`src/rtl/weighted_arbiter_pkg.sv`:
```
// Shared constants and helpers for the weighted two-class arbiter.
// Widths are taken from each module's own parameters; only the ceiling lives here.
package weighted_arbiter_pkg;

  localparam int MAX_REQUESTERS = 32;

  // Binary index of the lowest set bit; 0 when the vector is empty.
  function automatic int oh_to_idx(input logic [MAX_REQUESTERS-1:0] oh);
    int idx;
    idx = 0;
    for (int i = MAX_REQUESTERS - 1; i >= 0; i--) begin
      if (oh[i]) idx = i;
    end
    return idx;
  endfunction

endpackage

```
`src/rtl/weighted_arbiter_rr_pick.sv`:
```
// Combinational round-robin pick: the first requester at or above the one-hot
// pointer wins, wrapping around to the lowest requester when none is above it.
module rr_pick #(
  parameter int NUM_REQUESTERS = 4
) (
  input  logic [NUM_REQUESTERS-1:0] request,
  input  logic [NUM_REQUESTERS-1:0] priority_oh,
  output logic [NUM_REQUESTERS-1:0] grant_oh
);

  logic [NUM_REQUESTERS-1:0] masked;
  logic [NUM_REQUESTERS-1:0] masked_low;
  logic [NUM_REQUESTERS-1:0] plain_low;

  // Requests at or above the pointer; x & -x isolates the lowest set bit.
  always_comb begin
    masked     = request & ~(priority_oh - NUM_REQUESTERS'(1));
    masked_low = masked & (~masked + NUM_REQUESTERS'(1));
    plain_low  = request & (~request + NUM_REQUESTERS'(1));
    grant_oh   = (|masked) ? masked_low : plain_low;
  end

endmodule

```
`src/rtl/weighted_arbiter.sv`:
```
// Two-class weighted round-robin arbiter with burst credits and grant locking.
// The grant is combinational; pointers, burst holder and lock state are registered.
module weighted_arbiter
  import weighted_arbiter_pkg::*;
#(
  parameter int NUM_REQUESTERS = 4,
  parameter int WEIGHT_WIDTH   = 4
) (
  input  logic                                   clk,
  input  logic                                   reset,
  input  logic [NUM_REQUESTERS-1:0]              request,
  input  logic [NUM_REQUESTERS-1:0]              high_priority,
  input  logic [NUM_REQUESTERS*WEIGHT_WIDTH-1:0] weight,
  input  logic                                   grant_accept,
  input  logic                                   lock,
  output logic [NUM_REQUESTERS-1:0]              grant_oh,
  output logic [$clog2(NUM_REQUESTERS)-1:0]      grant_idx,
  output logic                                   grant_valid
);

  localparam int IDX_W = $clog2(NUM_REQUESTERS);

  logic [NUM_REQUESTERS-1:0] hi_ptr;
  logic [NUM_REQUESTERS-1:0] lo_ptr;
  logic [NUM_REQUESTERS-1:0] holder_oh;
  logic [NUM_REQUESTERS-1:0] lock_oh;
  logic                      holder_valid;
  logic                      locked;
  logic [WEIGHT_WIDTH-1:0]   credits;

  logic [NUM_REQUESTERS-1:0] hi_req;
  logic [NUM_REQUESTERS-1:0] lo_req;
  logic [NUM_REQUESTERS-1:0] hi_pick;
  logic [NUM_REQUESTERS-1:0] lo_pick;
  logic                      holder_req;
  logic                      holder_hi;
  logic                      continue_burst;
  logic                      grant_hi;
  logic                      grant_is_cont;
  logic                      accept_ev;
  logic [WEIGHT_WIDTH-1:0]   sel_weight;
  logic [WEIGHT_WIDTH-1:0]   load_credits;
  logic [WEIGHT_WIDTH-1:0]   dec_credits;
  logic [NUM_REQUESTERS-1:0] grant_rot;

  assign hi_req = request & high_priority;
  assign lo_req = request & ~high_priority;

  rr_pick #(.NUM_REQUESTERS(NUM_REQUESTERS)) u_hi_pick (
    .request     (hi_req),
    .priority_oh (hi_ptr),
    .grant_oh    (hi_pick)
  );

  rr_pick #(.NUM_REQUESTERS(NUM_REQUESTERS)) u_lo_pick (
    .request     (lo_req),
    .priority_oh (lo_ptr),
    .grant_oh    (lo_pick)
  );

  // A low-class burst yields to any high-class request; a high-class one never does.
  always_comb begin
    holder_req     = |(holder_oh & request);
    holder_hi      = |(holder_oh & high_priority);
    continue_burst = holder_valid && holder_req && (holder_hi || !(|hi_req));
    if (locked)              grant_oh = lock_oh;
    else if (continue_burst) grant_oh = holder_oh;
    else if (|hi_req)        grant_oh = hi_pick;
    else                     grant_oh = lo_pick;
  end

  assign grant_valid = |grant_oh;
  assign grant_idx   = IDX_W'(oh_to_idx(MAX_REQUESTERS'(grant_oh)));
  assign grant_hi    = |(grant_oh & high_priority);
  assign accept_ev   = grant_accept && grant_valid;
  assign grant_rot   = {grant_oh[NUM_REQUESTERS-2:0], grant_oh[NUM_REQUESTERS-1]};

  // Under lock the owner is also the holder, so its beats count against its burst.
  assign grant_is_cont = locked ? (holder_valid && (holder_oh == grant_oh)) : continue_burst;

  always_comb begin
    sel_weight = '0;
    for (int i = 0; i < NUM_REQUESTERS; i++) begin
      if (grant_oh[i]) sel_weight = weight[i*WEIGHT_WIDTH +: WEIGHT_WIDTH];
    end
    load_credits = (sel_weight == '0) ? '0 : sel_weight - WEIGHT_WIDTH'(1);
    dec_credits  = (credits == '0) ? '0 : credits - WEIGHT_WIDTH'(1);
  end

  // A new grant replaces the holder outright, which is how a preempted burst is lost.
  always_ff @(posedge clk or posedge reset) begin
    if (reset) begin
      hi_ptr       <= NUM_REQUESTERS'(1);
      lo_ptr       <= NUM_REQUESTERS'(1);
      holder_oh    <= '0;
      holder_valid <= 1'b0;
      credits      <= '0;
      locked       <= 1'b0;
      lock_oh      <= '0;
    end else if (accept_ev) begin
      locked <= lock;
      if (lock) lock_oh <= grant_oh;
      if (grant_is_cont) begin
        credits <= dec_credits;
        if (dec_credits == '0 && !lock) holder_valid <= 1'b0;
      end else begin
        if (grant_hi) hi_ptr <= grant_rot;
        else          lo_ptr <= grant_rot;
        holder_oh    <= grant_oh;
        credits      <= load_credits;
        holder_valid <= (load_credits != '0) || lock;
      end
    end else if (holder_valid && !holder_req && !locked) begin
      holder_valid <= 1'b0;
    end
  end

  assert property (@(posedge clk) disable iff (reset) $onehot0(grant_oh));

endmodule

```
`config.mk`:
```
export PLATFORM = sky130hd
export DESIGN_NAME = weighted_arbiter
export DESIGN_NICKNAME = d
export VERILOG_FILES = /design/src/rtl/weighted_arbiter_pkg.sv /design/src/rtl/weighted_arbiter_rr_pick.sv /design/src/rtl/weighted_arbiter.sv
export SDC_FILE = /design/constraint.sdc
export NUM_CORES = 1
export LEC_CHECK = 0
export BUFFER_PORTS_ARGS = -buffer_cell sky130_fd_sc_hd__buf_4
export CAP_MARGIN = 10
export CORE_MARGIN = 2
export CORE_UTILIZATION = 55
export CTS_CLUSTER_SIZE = 14
export DETAILED_ROUTE_END_ITERATION = 10
export HOLD_SLACK_MARGIN = 0.02
export PLACE_DENSITY = 0.87
export SLEW_MARGIN = 20
export SYNTH_ARGS = -nofsm -noshare
export SYNTH_HDL_FRONTEND = slang
export SYNTH_SLANG_ARGS = --single-unit
```
`constraint.sdc`:
```
create_clock -name clk -period 4.05 [get_ports clk]
set_input_delay 0.81 -clock clk [delete_from_list [all_inputs] [get_ports clk]]
set_output_delay 0.81 -clock clk [all_outputs]
set_load 0.02 [all_outputs]
```
==> out/qor.txt <==
RD Place Congestion -> 1.06
Final hold vios -> 0
Number of global-route vias before repair -> 1675
Synth Flop Type -> dfrtp_1
Die area -> 3940 µm²
Filler cells -> 278
Pwr Density -> 953 nW/µm²
NetSw -> 1.05 mW
Post-CTS Resized -> 0
Avg Cell Area, Syn -> 9.27 µm²
Final setup viols -> 0
Clock transition at path regs -> 0.12 ns
Sequential area share after synthesis -> 0.291
Starting Density -> 0.570
Reg-to-reg endpoint -> lo_ptr[2]
WP data required -> 3.24 ns
Max rail drop VDD -> 589 µV
Top Ports -> 35
Unique masters post-synth -> 67
Avg WL per Cell -> 16.3 µm
RSZ-0062 raised after global routing -> false
N_diodes -> 0
Status -> finished, final reports clean
Vias/cell -> 6.23
Total GRT Usage -> 0.252
Seq cells post-synth -> 22
Clock sink count -> 22
CTS Buf Count -> 3
Area fraction of the dominant cell type after synthesis -> 0.263
Clock buffer depth -> 2
Switching Share -> 0.489
CP top delay family -> compound AO/OA/AOI/OAI gates
Fin crit period -> 3.85 ns
Clk network pwr share -> 0.058
Worst Hold Depth -> 2
Htree depth -> 1
Comb pwr share -> 0.719
Syn nets -> 235
Largest net degree at the start of global routing -> 23
Max Fanout on Critical Path -> 14
Cells after Synth -> 205
Slowest cell delay on critical path -> 0.53 ns
Die H -> 62.8 µm
Post-CTS Hold Buffers -> 0
R2R Path Start -> hi_ptr[0]
# DRC -> 0
Max-Cap Viols -> 0
EDFF count, synth -> 0
Reg2reg setup slack -> 0.66 ns
DRT iter0 DRCs -> 198
Die Span X -> 62.8 µm
Min-Delay Startpoint -> lock_oh[1]
Layout area overhead -> 18.8%
CP max-delay cell -> or4_1
Skew final -> 0.00582 ns
Initial antenna violation count -> 0
Congestion Overflow GR -> 0
Internal -> 1.10 mW
Worst reg-to-reg path cell count -> 12
Ys async rst share -> 1.00
Startpoint types -> primary input
Setup Fix Bufs, Post-CTS -> 0
Total power draw -> 2.15 mW
CTS tree -> done
CP Class -> primary input to output pin
Pleak -> 0.980 nW
CP cell instances -> buf_4 -> a222oi_1 -> and2_4 -> o211ai_4 -> o31ai_1 -> a21oi_2 -> buf_4 -> or4_1 -> buf_4
Core area -> 3340 µm²
First-pass GRT wire length -> 7900 µm
Max-slew violations -> 0
Peak Freq -> 260 MHz
Yosys warns -> 0
Worst slew pin tran -> 0.823 ns
Drt pass-1 iters -> 5
PortBufs -> 34
Fraction of layout cells with a size suffix above 1 -> 0.320
Routed Antenna Nets -> 0
WHS Endpoint -> lock_oh[1]
Cell Area, Synth -> 1900 µm²
Multi-input combinational cell area -> 1270 µm²
Routed WL -> 4710 µm
Vias -> 1808
Final #Nets -> 275
Worst-skew pair later-pin latency -> 0.32 ns
Critical Path Most Common Cell -> buf_4
Crit path DAT -> 3.04 ns
Clk root buf -> clkbuf_4
TNS Setup -> 0 ns
Sequential power share -> 0.223
Period utilisation layout -> 0.950
Area leader, netlist -> dfrtp_1
Top cells by area, synth -> dfrtp_1, nand2_1, nand2b_1
Slew HR -> 0.451
Row cnt -> 21
Crit. End Element -> output pin
HP Class -> register to register
Buf/Inv on CP -> 3
Reg area -> 553 µm²
Placed wire-length estimate -> 3820 µm
==> cells in the final DEF (no fill, tap or decap), types with 2 or more instances in the layout <==
master / n
inv_1: 9
o2111ai_1: 3
and2_4: 2
mux2_2: 6
xnor2_1: 3
and3_1: 5
o21ai_0: 9
or4_1: 3
nand3_1: 6
dfrtp_1: 20
nand2_1: 24
o31ai_1: 5
nor3_1: 7
clkbuf_4: 3
buf_4: 39
nor2b_1: 4
nand2b_1: 13
nor2_1: 6
o41a_1: 2
nand4_1: 3
dfstp_2: 2
xor2_1: 3
nand3b_1: 2
o221a_2: 3
ha_1: 2
a222oi_1: 2
o211ai_1: 5
mux2_1: 3
o31a_1: 2
mux2_4: 5
a22oi_1: 6
==> metal layers <==
metal	up-vias	global-route usage	wire length (µm)
met2	105	0.406	2190
met1	828	0.350	2050
met4	0	0.0861	79
met5	-	0	0
li1	866	-	-
met3	9	0.0306	391
==> layout make-up <==
cell class	instances	share of cell area
multi-input combinational	168	0.565
inverter	11	0.0188
timing repair buffer	39	0.130
sequential	22	0.245
tap	46	0.0255
clock buffer	4	0.0161
==> power by group through the flow <==
stage / clock [mW] / combinational (mW) / sequential (mW)
finish: 0.125 / 1.55 / 0.480
global route: 0.135 / 1.68 / 0.501
CTS: 0.127 / 1.54 / 0.477
detailed placement: 0 / 1.53 / 0.483
global placement: 0 / 1.50 / 0.475
floorplan: 0 / 1.18 / 0.432
==> tightest hold or removal path, stage by stage (launching register included) <==
cell and delay, ns:
dfrtp_1 0.37, nand2_1 0.05, o21ai_0 0.06
==> how the worst max path moves through the flow <==
stage / startpoint / to / slack [ns] / cells after the start
6_report: high_priority[1] / grant_valid / 0.20 / 9
3_3_place_gp: high_priority[1] / grant_valid / 0.31 / 9
2_1_floorplan: high_priority[1] / grant_valid / 0.35 / 7
4_1_cts: high_priority[1] / grant_valid / 0.22 / 9
3_5_place_dp: high_priority[1] / grant_valid / 0.24 / 9
5_1_grt: high_priority[1] / grant_valid / 0.07 / 9
==> cells by family after synthesis <==
logic type / Yosys count / share of synthesized area
xor gates and xnor gates: 6 / 0.0277
and+or+nand+nor: 87 / 0.265
DFF: 22 / 0.291
buffers and inverters: 15 / 0.0382
adders and majority gates: 2 / 0.0132
muxes: 15 / 0.0981
AOI/OAI and AO/OA: 58 / 0.267
==> through the flow <==
stage,cell area [µm²],cells,hold WS [ns],setup WS (ns),utilization
floorplan,1900,205,0.450,0.349,-
global placement,2220,286,0.466,0.312,0.666
detailed placement,2220,286,0.480,0.242,0.666
CTS,2260,290,0.508,0.223,0.676
global route,2260,290,0.540,0.0675,0.676
finish,2260,290,0.503,0.201,0.676
==> sequential cells by signal, summed over array words and instances, names as in the netlist <==
register / cells
lock_oh: 4
hi_ptr: 4
holder_oh: 4
credits: 4
holder_valid: 1
locked: 1
lo_ptr: 4
==> synth_stat cells, drive strengths merged, types with 4 or more instances <==
library cell / count
nor2: 8
o211ai: 6
nand2: 26
and3: 6
nor3: 7
nor2b: 4
a22oi: 6
o221a: 4
o31ai: 5
nand3: 6
o21ai: 11
mux2: 14
dfrtp: 20
nand2b: 13
inv: 10
Note: power is estimated with default switching activity, not from simulation.
